===== src/rtl/pool_pkg.sv =====
// Shared types and helpers for the maxpool channel scheduler.
package pool_pkg;

    localparam int MAXW = 256;

    typedef enum logic [2:0] {
        S_IDLE   = 3'd0,
        S_CLR    = 3'd1,
        S_STREAM = 3'd2,
        S_DRAIN  = 3'd3,
        S_DONE   = 3'd4
    } pool_state_e;

    // A plane dimension is legal when it is even, at least 2 and within maxv.
    function automatic logic dim_ok(input logic [15:0] v, input logic [16:0] maxv);
        return (v[0] == 1'b0) && (v >= 16'd2) && ({1'b0, v} <= maxv);
    endfunction

endpackage


===== src/rtl/pool_cnt2d.sv =====
// Column/row position counter over a width x height plane; last_o flags the final pixel.
module pool_cnt2d (
    input  logic        clk_i,
    input  logic        rst_i,
    input  logic        clr_i,
    input  logic        inc_i,
    input  logic [15:0] width_i,
    input  logic [15:0] height_i,
    output logic        last_o
);

    logic [15:0] col_q, col_d;
    logic [15:0] row_q, row_d;
    logic        col_end, row_end;

    assign col_end = (col_q == width_i - 16'd1);
    assign row_end = (row_q == height_i - 16'd1);
    assign last_o  = col_end && row_end;

    always_comb begin
        col_d = col_q;
        row_d = row_q;
        if (clr_i) begin
            col_d = '0;
            row_d = '0;
        end else if (inc_i) begin
            if (col_end) begin
                col_d = '0;
                row_d = row_end ? 16'd0 : row_q + 16'd1;
            end else begin
                col_d = col_q + 16'd1;
            end
        end
    end

    always_ff @(posedge clk_i) begin
        if (rst_i) begin
            col_q <= '0;
            row_q <= '0;
        end else begin
            col_q <= col_d;
            row_q <= row_d;
        end
    end

endmodule


===== src/rtl/pool_sched.sv =====
// Channel scheduler: streams nch planes through one maxpool2x2 engine, clearing it
// between planes and tagging each pooled result with its channel and last-of-plane.
module pool_sched
    import pool_pkg::*;
#(
    parameter int DATAW = 8,
    parameter int MAXW  = pool_pkg::MAXW,
    parameter int CHW   = 8
) (
    input  logic             clk,
    input  logic             rst,
    input  logic             start,
    input  logic             abort,
    input  logic [15:0]      cfg_in_width,
    input  logic [15:0]      cfg_in_height,
    input  logic [CHW-1:0]   cfg_channels,
    output logic             busy,
    output logic             done,
    output logic             err,
    input  logic             s_valid,
    input  logic [DATAW-1:0] s_data,
    output logic             s_ready,
    output logic             pool_rst_b,
    output logic             pool_in_vld,
    output logic [DATAW-1:0] pool_in_data,
    output logic [15:0]      pool_cfg_out_width,
    input  logic             pool_out_vld,
    input  logic [DATAW-1:0] pool_out_data,
    output logic             m_valid,
    output logic [DATAW-1:0] m_data,
    output logic [CHW-1:0]   m_ch,
    output logic             m_last,
    output logic [2:0]       dbg_state
);

    pool_state_e    state_q;
    logic [15:0]    w_q, h_q;
    logic [CHW-1:0] nch_q, ch_q;
    logic [23:0]    total_q, out_cnt_q;
    logic           pool_rst_b_q, done_q, err_q;

    logic           active, px_fire, px_last, count_en, plane_done, cfg_ok;
    logic [23:0]    plane_total, last_idx;

    // Upstream handshake: a pixel moves when s_valid && s_ready on a rising edge;
    // s_ready depends only on state, never on s_valid, and there is no skid storage.
    assign active   = (state_q == S_CLR) || (state_q == S_STREAM) || (state_q == S_DRAIN);
    assign s_ready  = (state_q == S_STREAM);
    assign px_fire  = s_valid && s_ready;
    assign count_en = pool_out_vld && active;
    assign last_idx = total_q - 24'd1;

    assign cfg_ok      = dim_ok(cfg_in_width, 17'(MAXW)) && dim_ok(cfg_in_height, 17'h1FFFF)
                         && (cfg_channels != '0);
    assign plane_total = 24'(cfg_in_width[15:1]) * 24'(cfg_in_height[15:1]);
    // The final result of a plane may be counted in the same cycle it arrives.
    assign plane_done  = (out_cnt_q == total_q) || (count_en && (out_cnt_q == last_idx));

    pool_cnt2d u_px_cnt (
        .clk_i    (clk),
        .rst_i    (rst),
        .clr_i    (state_q == S_CLR),
        .inc_i    (px_fire),
        .width_i  (w_q),
        .height_i (h_q),
        .last_o   (px_last)
    );

    always_ff @(posedge clk) begin
        if (rst) begin
            state_q      <= S_IDLE;
            w_q          <= '0;
            h_q          <= '0;
            nch_q        <= '0;
            ch_q         <= '0;
            total_q      <= '0;
            out_cnt_q    <= '0;
            pool_rst_b_q <= 1'b0;
            done_q       <= 1'b0;
            err_q        <= 1'b0;
        end else begin
            done_q <= 1'b0;
            err_q  <= 1'b0;
            if (count_en) out_cnt_q <= out_cnt_q + 24'd1;
            case (state_q)
                S_IDLE: begin
                    pool_rst_b_q <= 1'b1;
                    if (start) begin
                        w_q     <= cfg_in_width;
                        h_q     <= cfg_in_height;
                        nch_q   <= cfg_channels;
                        total_q <= plane_total;
                        if (cfg_ok) begin
                            ch_q         <= '0;
                            pool_rst_b_q <= 1'b0;
                            state_q      <= S_CLR;
                        end else begin
                            err_q <= 1'b1;
                        end
                    end
                end
                S_CLR: begin
                    pool_rst_b_q <= 1'b1;
                    out_cnt_q    <= '0;
                    state_q      <= S_STREAM;
                end
                S_STREAM: begin
                    if (px_fire && px_last) state_q <= S_DRAIN;
                end
                S_DRAIN: begin
                    if (plane_done) begin
                        if (ch_q == nch_q - CHW'(1)) begin
                            done_q  <= 1'b1;
                            state_q <= S_DONE;
                        end else begin
                            ch_q         <= ch_q + CHW'(1);
                            pool_rst_b_q <= 1'b0;
                            state_q      <= S_CLR;
                        end
                    end
                end
                S_DONE: state_q <= S_IDLE;
                default: state_q <= S_IDLE;
            endcase
            if (abort && active) begin
                state_q      <= S_IDLE;
                pool_rst_b_q <= 1'b0;
                done_q       <= 1'b0;
            end
        end
    end

    assign busy               = (state_q != S_IDLE);
    assign done               = done_q;
    assign err                = err_q;
    assign pool_rst_b         = pool_rst_b_q;
    assign pool_in_vld        = px_fire;
    assign pool_in_data       = px_fire ? s_data : '0;
    assign pool_cfg_out_width = {1'b0, w_q[15:1]};
    assign m_valid            = count_en;
    assign m_data             = count_en ? pool_out_data : '0;
    assign m_ch               = ch_q;
    assign m_last             = count_en && (out_cnt_q == last_idx);
    assign dbg_state          = state_q;

endmodule


===== config.mk =====
export PLATFORM = sky130hd
export DESIGN_NAME = pool_sched
export DESIGN_NICKNAME = d
export VERILOG_FILES = /design/src/rtl/pool_pkg.sv /design/src/rtl/pool_cnt2d.sv /design/src/rtl/pool_sched.sv
export SDC_FILE = /design/constraint.sdc
export NUM_CORES = 1
export LEC_CHECK = 0
export ABC_AREA = 1
export CORE_MARGIN = 3
export CORE_UTILIZATION = 40
export CTS_CLUSTER_SIZE = 25
export DETAILED_ROUTE_END_ITERATION = 7
export SLEW_MARGIN = 10
export SYNTH_ARGS = -nofsm -noshare
export SYNTH_HDL_FRONTEND = slang
export SYNTH_SLANG_ARGS = --single-unit

===== constraint.sdc =====
create_clock -name clk -period 11.65 [get_ports clk]
set_input_delay 2.33 -clock clk [delete_from_list [all_inputs] [get_ports clk]]
set_output_delay 2.33 -clock clk [all_outputs]
set_load 0.01 [all_outputs]

Word level (Yosys, flattened, before mapping)
Cells that the tools add are included.
- add/subtract/negate cells: 8
- eq/ne operators: 13
- div/mod/pow operators: 0
- shift-type cells: 0
- muxes and demuxes: 21
- multipliers: 1
- reductions and logical operators: 28
- bitwise logic cells: 6
- $lt $le $gt $ge: 3
- operators with widths (kind ; number):
    $eq A24 B24 Y1 ; 2
    $mux W8 ; 6
    $add A16 B1 Y16 const B ; 2
    $eq A16 B16 Y1 ; 2
    $ge A16 B2 Y1 const B ; 2
    $mux W16 ; 2
    $sub A16 B1 Y16 const B ; 2
    $add A24 B1 Y24 const B ; 1
    $mul A15 B15 Y24 ; 1
    $sub A24 B1 Y24 const B ; 1
    $le A16 B9 Y1 const B ; 1
    $pmux W8 S2 ; 1
    $mux W3 ; 5
    $pmux W3 S4 ; 1
    $logic_and A1 B1 Y1 ; 11
    $add A8 B1 Y8 const B ; 1
    $eq A8 B8 Y1 ; 1
    $ne A2 B2 Y1 const B ; 4
    $reduce_bool A8 Y1 ; 1
    $sub A8 B1 Y8 const B ; 1
    $eq A3 B2 Y1 const B ; 2
    $not A1 Y1 ; 6
    $reduce_bool A3 Y1 ; 2
    $mux W1 ; 5
    13 further kinds ; 17
- RAM bits: 0
- bits in registers: 134
- memories kept: 0
- word-level logic and storage cells: 92
- latch bits: 0
- input bits: 62
- ROM bits: 0

Depth between registers and ports, before layout
- word-level depth: 8
- mapped depth: 29
- gate-level depth less buffers: 27

Hierarchy
From an unflattened synthesis, not the netlist that was laid out.
- cell total of the unflattened synthesis: 2434
- area total of the unflattened synthesis: 16190.5 µm²
- by module, submodules not included (module ; times used ; seq. area each (µm²) ; cells an instance ; area each (µm²)):
    pool_sched ; 1 ; 2042.0 ; 1833 ; 12670.9
    pool_cnt2d ; 1 ; 640.6 ; 601 ; 3519.6

Worst setup path before layout
No wires, ideal clock.
- kind: input port to flip-flop
- from: input port cfg_in_width[1]
- to: register total_q[21]
- data required time: 11534 ps
- path slack: 3700 ps
- arrival time: 7833 ps
- stages on the path: 23
- cell sequence: clkbuf_1 clkbuf_1 nand2_1 fa_1 fa_1 inv_1 fa_1 fa_1 fa_1 inv_1 fa_1 inv_1 ha_1 nand2_1 nor4_1 a21oi_1 o21ai_0 nand3_1 nand2_1 xor2_1 nand2_1 o211ai_1 inv_1
- cells in the longest elaborated chain, start to end: 1
- ends and longest elaborated chain (what ; line ; RTL):
    from (decl) ; pool_sched.sv:14 ; input logic [15:0] cfg_in_width,
    $mul A15 B15 Y24 ; pool_sched.sv:55 ; assign plane_total = 24'(cfg_in_width[15:1]) * 24'(cfg_in_height[15:1]);
    to (signal assigned) ; pool_sched.sv:92 ; total_q <= plane_total;
    to (decl) ; pool_sched.sv:39 ; logic [23:0] total_q, out_cnt_q;
Every way passes these cells.
A chain may end at the register's enable or synchronous reset.

Worst setup path in the final report
- from: input port cfg_in_height[7]
- to: register total_q[21]
- cells in the longest elaborated chain, start to end: 1
- ends and longest elaborated chain (what ; line ; RTL):
    from (decl) ; pool_sched.sv:15 ; input logic [15:0] cfg_in_height,
    $mul A15 B15 Y24 ; pool_sched.sv:55 ;
Every way passes these cells.

==> impl_metrics.yaml <==
cts:
  clk_pin_slew_ps: 70
  cts_sinks: 134
  cts_resized: 0
  cts-root-buf: "clkbuf_16"
  ctsHoldBuffers: 0
  tritoncts: "built"
  clk_latency_ps: 430
  postCtsSetupBuffers: 0
  clock_path_buffers: 2
  cts-buffers-inserted: 17
  cts_max_level: 4
power_and_ir_drop:
  vdd_drop_max_mv: 0.233
  p_per_area_nw_per_um2: 211
  power_leakage_nw: 9.37
die:
  start_util: 0.407
  rows: 72
  die_height_um: 205
  die_area_um2: 42100
  ios: 113
  core_um2: 38900
  die_w_um: 205
setup_path:
  slowest_stage: "clkdlybuf4s50_1"
  path_class: "in2reg"
  crit_path_start_kind: "primary input"
  cp_max_fo: 17
  r2r_slack_ps: 8530
  crit_family: "adder cells"
  crit_arrival_ps: 8810
  crit_chain: "clkdlybuf4s50_1 -> nand2_1 -> fa_1 -> inv_1 -> fa_1 -> inv_1 -> fa_1 -> inv_1 -> fa_1 -> fa_1 -> inv_1 -> fa_1 -> inv_1 -> ha_1 -> nand2_1 -> nor4_1 -> a21oi_1 -> o21ai_0 -> nand3_1 -> nand2_1 -> xor2_1 -> nand2_1 -> o211ai_1 -> inv_1"
  critPathBufInv: 7
  required_ps: 11980
  critPathMaxStageDelay_ps: 1030
  end_kind: "register"
grt:
  antenna_found_initial: 1
  grt_pass1_vias: 14203
  grt_max_degree: 84
  grt_overflow: 0
  grtUsageTotal: 0.215
  grt_pass1_wl_um: 72500
layout:
  multiInputGateArea_um2: 10700
  diodes: 0
  final_nets: 2641
  fillers: 3977
  synthToLayoutAreaGrowth_pct: 12.6
  drive_gt1_frac: 0.0529
  regArea_um2: 2680
synthesis:
  postSynthCellCount: 2311
  yosys_warnings: 0
  synthFlopType: "dfxtp_1"
  syn_area_um2: 15900
  ys_types: 55
  syn_nets: 2600
  avgSynthCellArea_um2: 6.86
  synth-edff-count: 0
  seq_area_frac_synth: 0.169
  synth-seq-cells: 134
  async_flop_share: 0
routing:
  ant_nets: 0
  firstDrtPassIters: 5
  wl_per_cell_um: 15.0
  vias_per_cell: 4.89
  wl_met2_um: 20900
  routed.top_layer: "met4"
  wirelength_um: 43300
  via_count: 14092
  drc: 0
  wl_met1_um: 19200
  met3_length_um: 1570
  first_iter_violations: 875
timing:
  final.setup.worst_slack_ps: 3180
  slew_viol_final: 0
  setup_viol: 0
  slew_headroom: 0.429
  tns_ps: 0
  finalHoldViolCount: 0
  fin_skew_ps: 14.2
  worstMarginPinSlew_ps: 854
  fin_crit_ps: 8470
  rsz0062_at_grt: "false"
  fmax_mhz: 118
  post-route-period-util: 0.727
run:
  drv_cap: 0
placement:
  dp.final_hpwl_um: 34600
  gp_congestion: 0.878
  port-buffer-count: 111
  place_ws_ps: 2770
status:
  status: "completed"
min_path:
  hold_path.class: "reg2reg"
per-stage QoR:
stage	hold slack, ps	instances	power [mW]	area (um^2)	utilization
2_1_floorplan	441	2311	2.58	15900	-
3_5_place_dp	460	2851	3.22	17200	0.443
5_1_grt	522	2883	4.23	17900	0.459
3_3_place_gp	453	2851	3.20	17200	0.443
4_1_cts	477	2883	3.82	17900	0.459
6_report	479	2883	3.77	17900	0.459
worst min-delay path, delay by kind of cell (launching register included):
kind	cells	cell delay (ps)
AOI/OAI and AO/OA	1	60
and+or+nand+nor	1	70
DFF	1	300
report_power, final:
group / switching, mW / internal (mW) / total [mW]
Combinational: 1.61 / 1.04 / 2.65
Clock: 0.223 / 0.344 / 0.567
Sequential: 0.0504 / 0.501 / 0.551
Total: 1.89 / 1.88 / 3.77
sequential cells by signal, indices dropped and copies added, names as in the netlist:
name	count
out_cnt_q	24
total_q	24
h_q	16
u_px_cnt.col_q	16
u_px_cnt.row_q	16
w_q	16
m_ch	8
nch_q	8
dbg_state	3
done	1
err	1
pool_rst_b	1
layer usage:
| metal | global-route usage | vias up |
|---|---|---|
| li1 | - | 7044 |
| met1 | 0.275 | 6679 |
| met2 | 0.373 | 293 |
| met3 | 0.0262 | 76 |
| met4 | 0.0803 | 0 |
| met5 | 0 | - |
Yosys cell counts (all sizes together) (9+ instances only):
master	instances	area, um^2
a21oi	102	510
buf	23	160
clkbuf	76	285
dfxtp	134	2680
fa	154	3080
ha	73	913
inv	534	2000
nand2	507	1960
nand3	91	515
nand3b	9	83.8
nand4	34	219
nor2	216	971
nor3	37	195
nor4	26	184
o21ai	106	534
or2	17	106
xnor2	33	289
xor2	96	841
worst paths after layout:
kind                            cells after the start                start                              to
worst max-delay path                               24     cfg_in_height[7]        total_q[21]$_SDFFE_PP0P_
worst max register to register                     13  w_q[1]$_SDFFE_PP0P_  u_px_cnt.row_q[7]$_SDFFE_PP0P_
worst min register to register                      2  h_q[1]$_SDFFE_PP0P_             h_q[1]$_SDFFE_PP0P_
worst min-delay path                                2  h_q[1]$_SDFFE_PP0P_             h_q[1]$_SDFFE_PP0P_
cell families (layout without fill, tap and decap cells):
logic type,Yosys count,in the layout,synth area share
AND/OR/NAND/NOR,945,945,0.271
adder cells (fa/ha/maj),227,227,0.252
buffers and inverters,634,688,0.155
other,1,1,0.000237
flip-flops,134,134,0.169
AO/OA/AOI/OAI,241,241,0.0814
XOR/XNOR,129,129,0.0713
layout make-up:
type	instances	area share
flip-flops and latches	134	0.150
inverters	535	0.113
repair buffers	121	0.0664
clock inverters	14	0.00967
clock buffers	18	0.0246
well taps	518	0.0363
multi-input cells	1543	0.600
placed cells by master (no fill, tap or decap), drive strengths merged, types with 10 or more instances in the layout:
cell type and count:
nor3 37, ha 73, nand4 34, inv 537, xor2 96, nand2 507
clkdlybuf4s50 111, clkbuf 18, xnor2 33, nor4 26, o21ai 106, nand3 91
a21oi 102, buf 10, nor2 216, or2 17, dfxtp 134, fa 154
No activity file was read; power rests on OpenSTA's default activity.
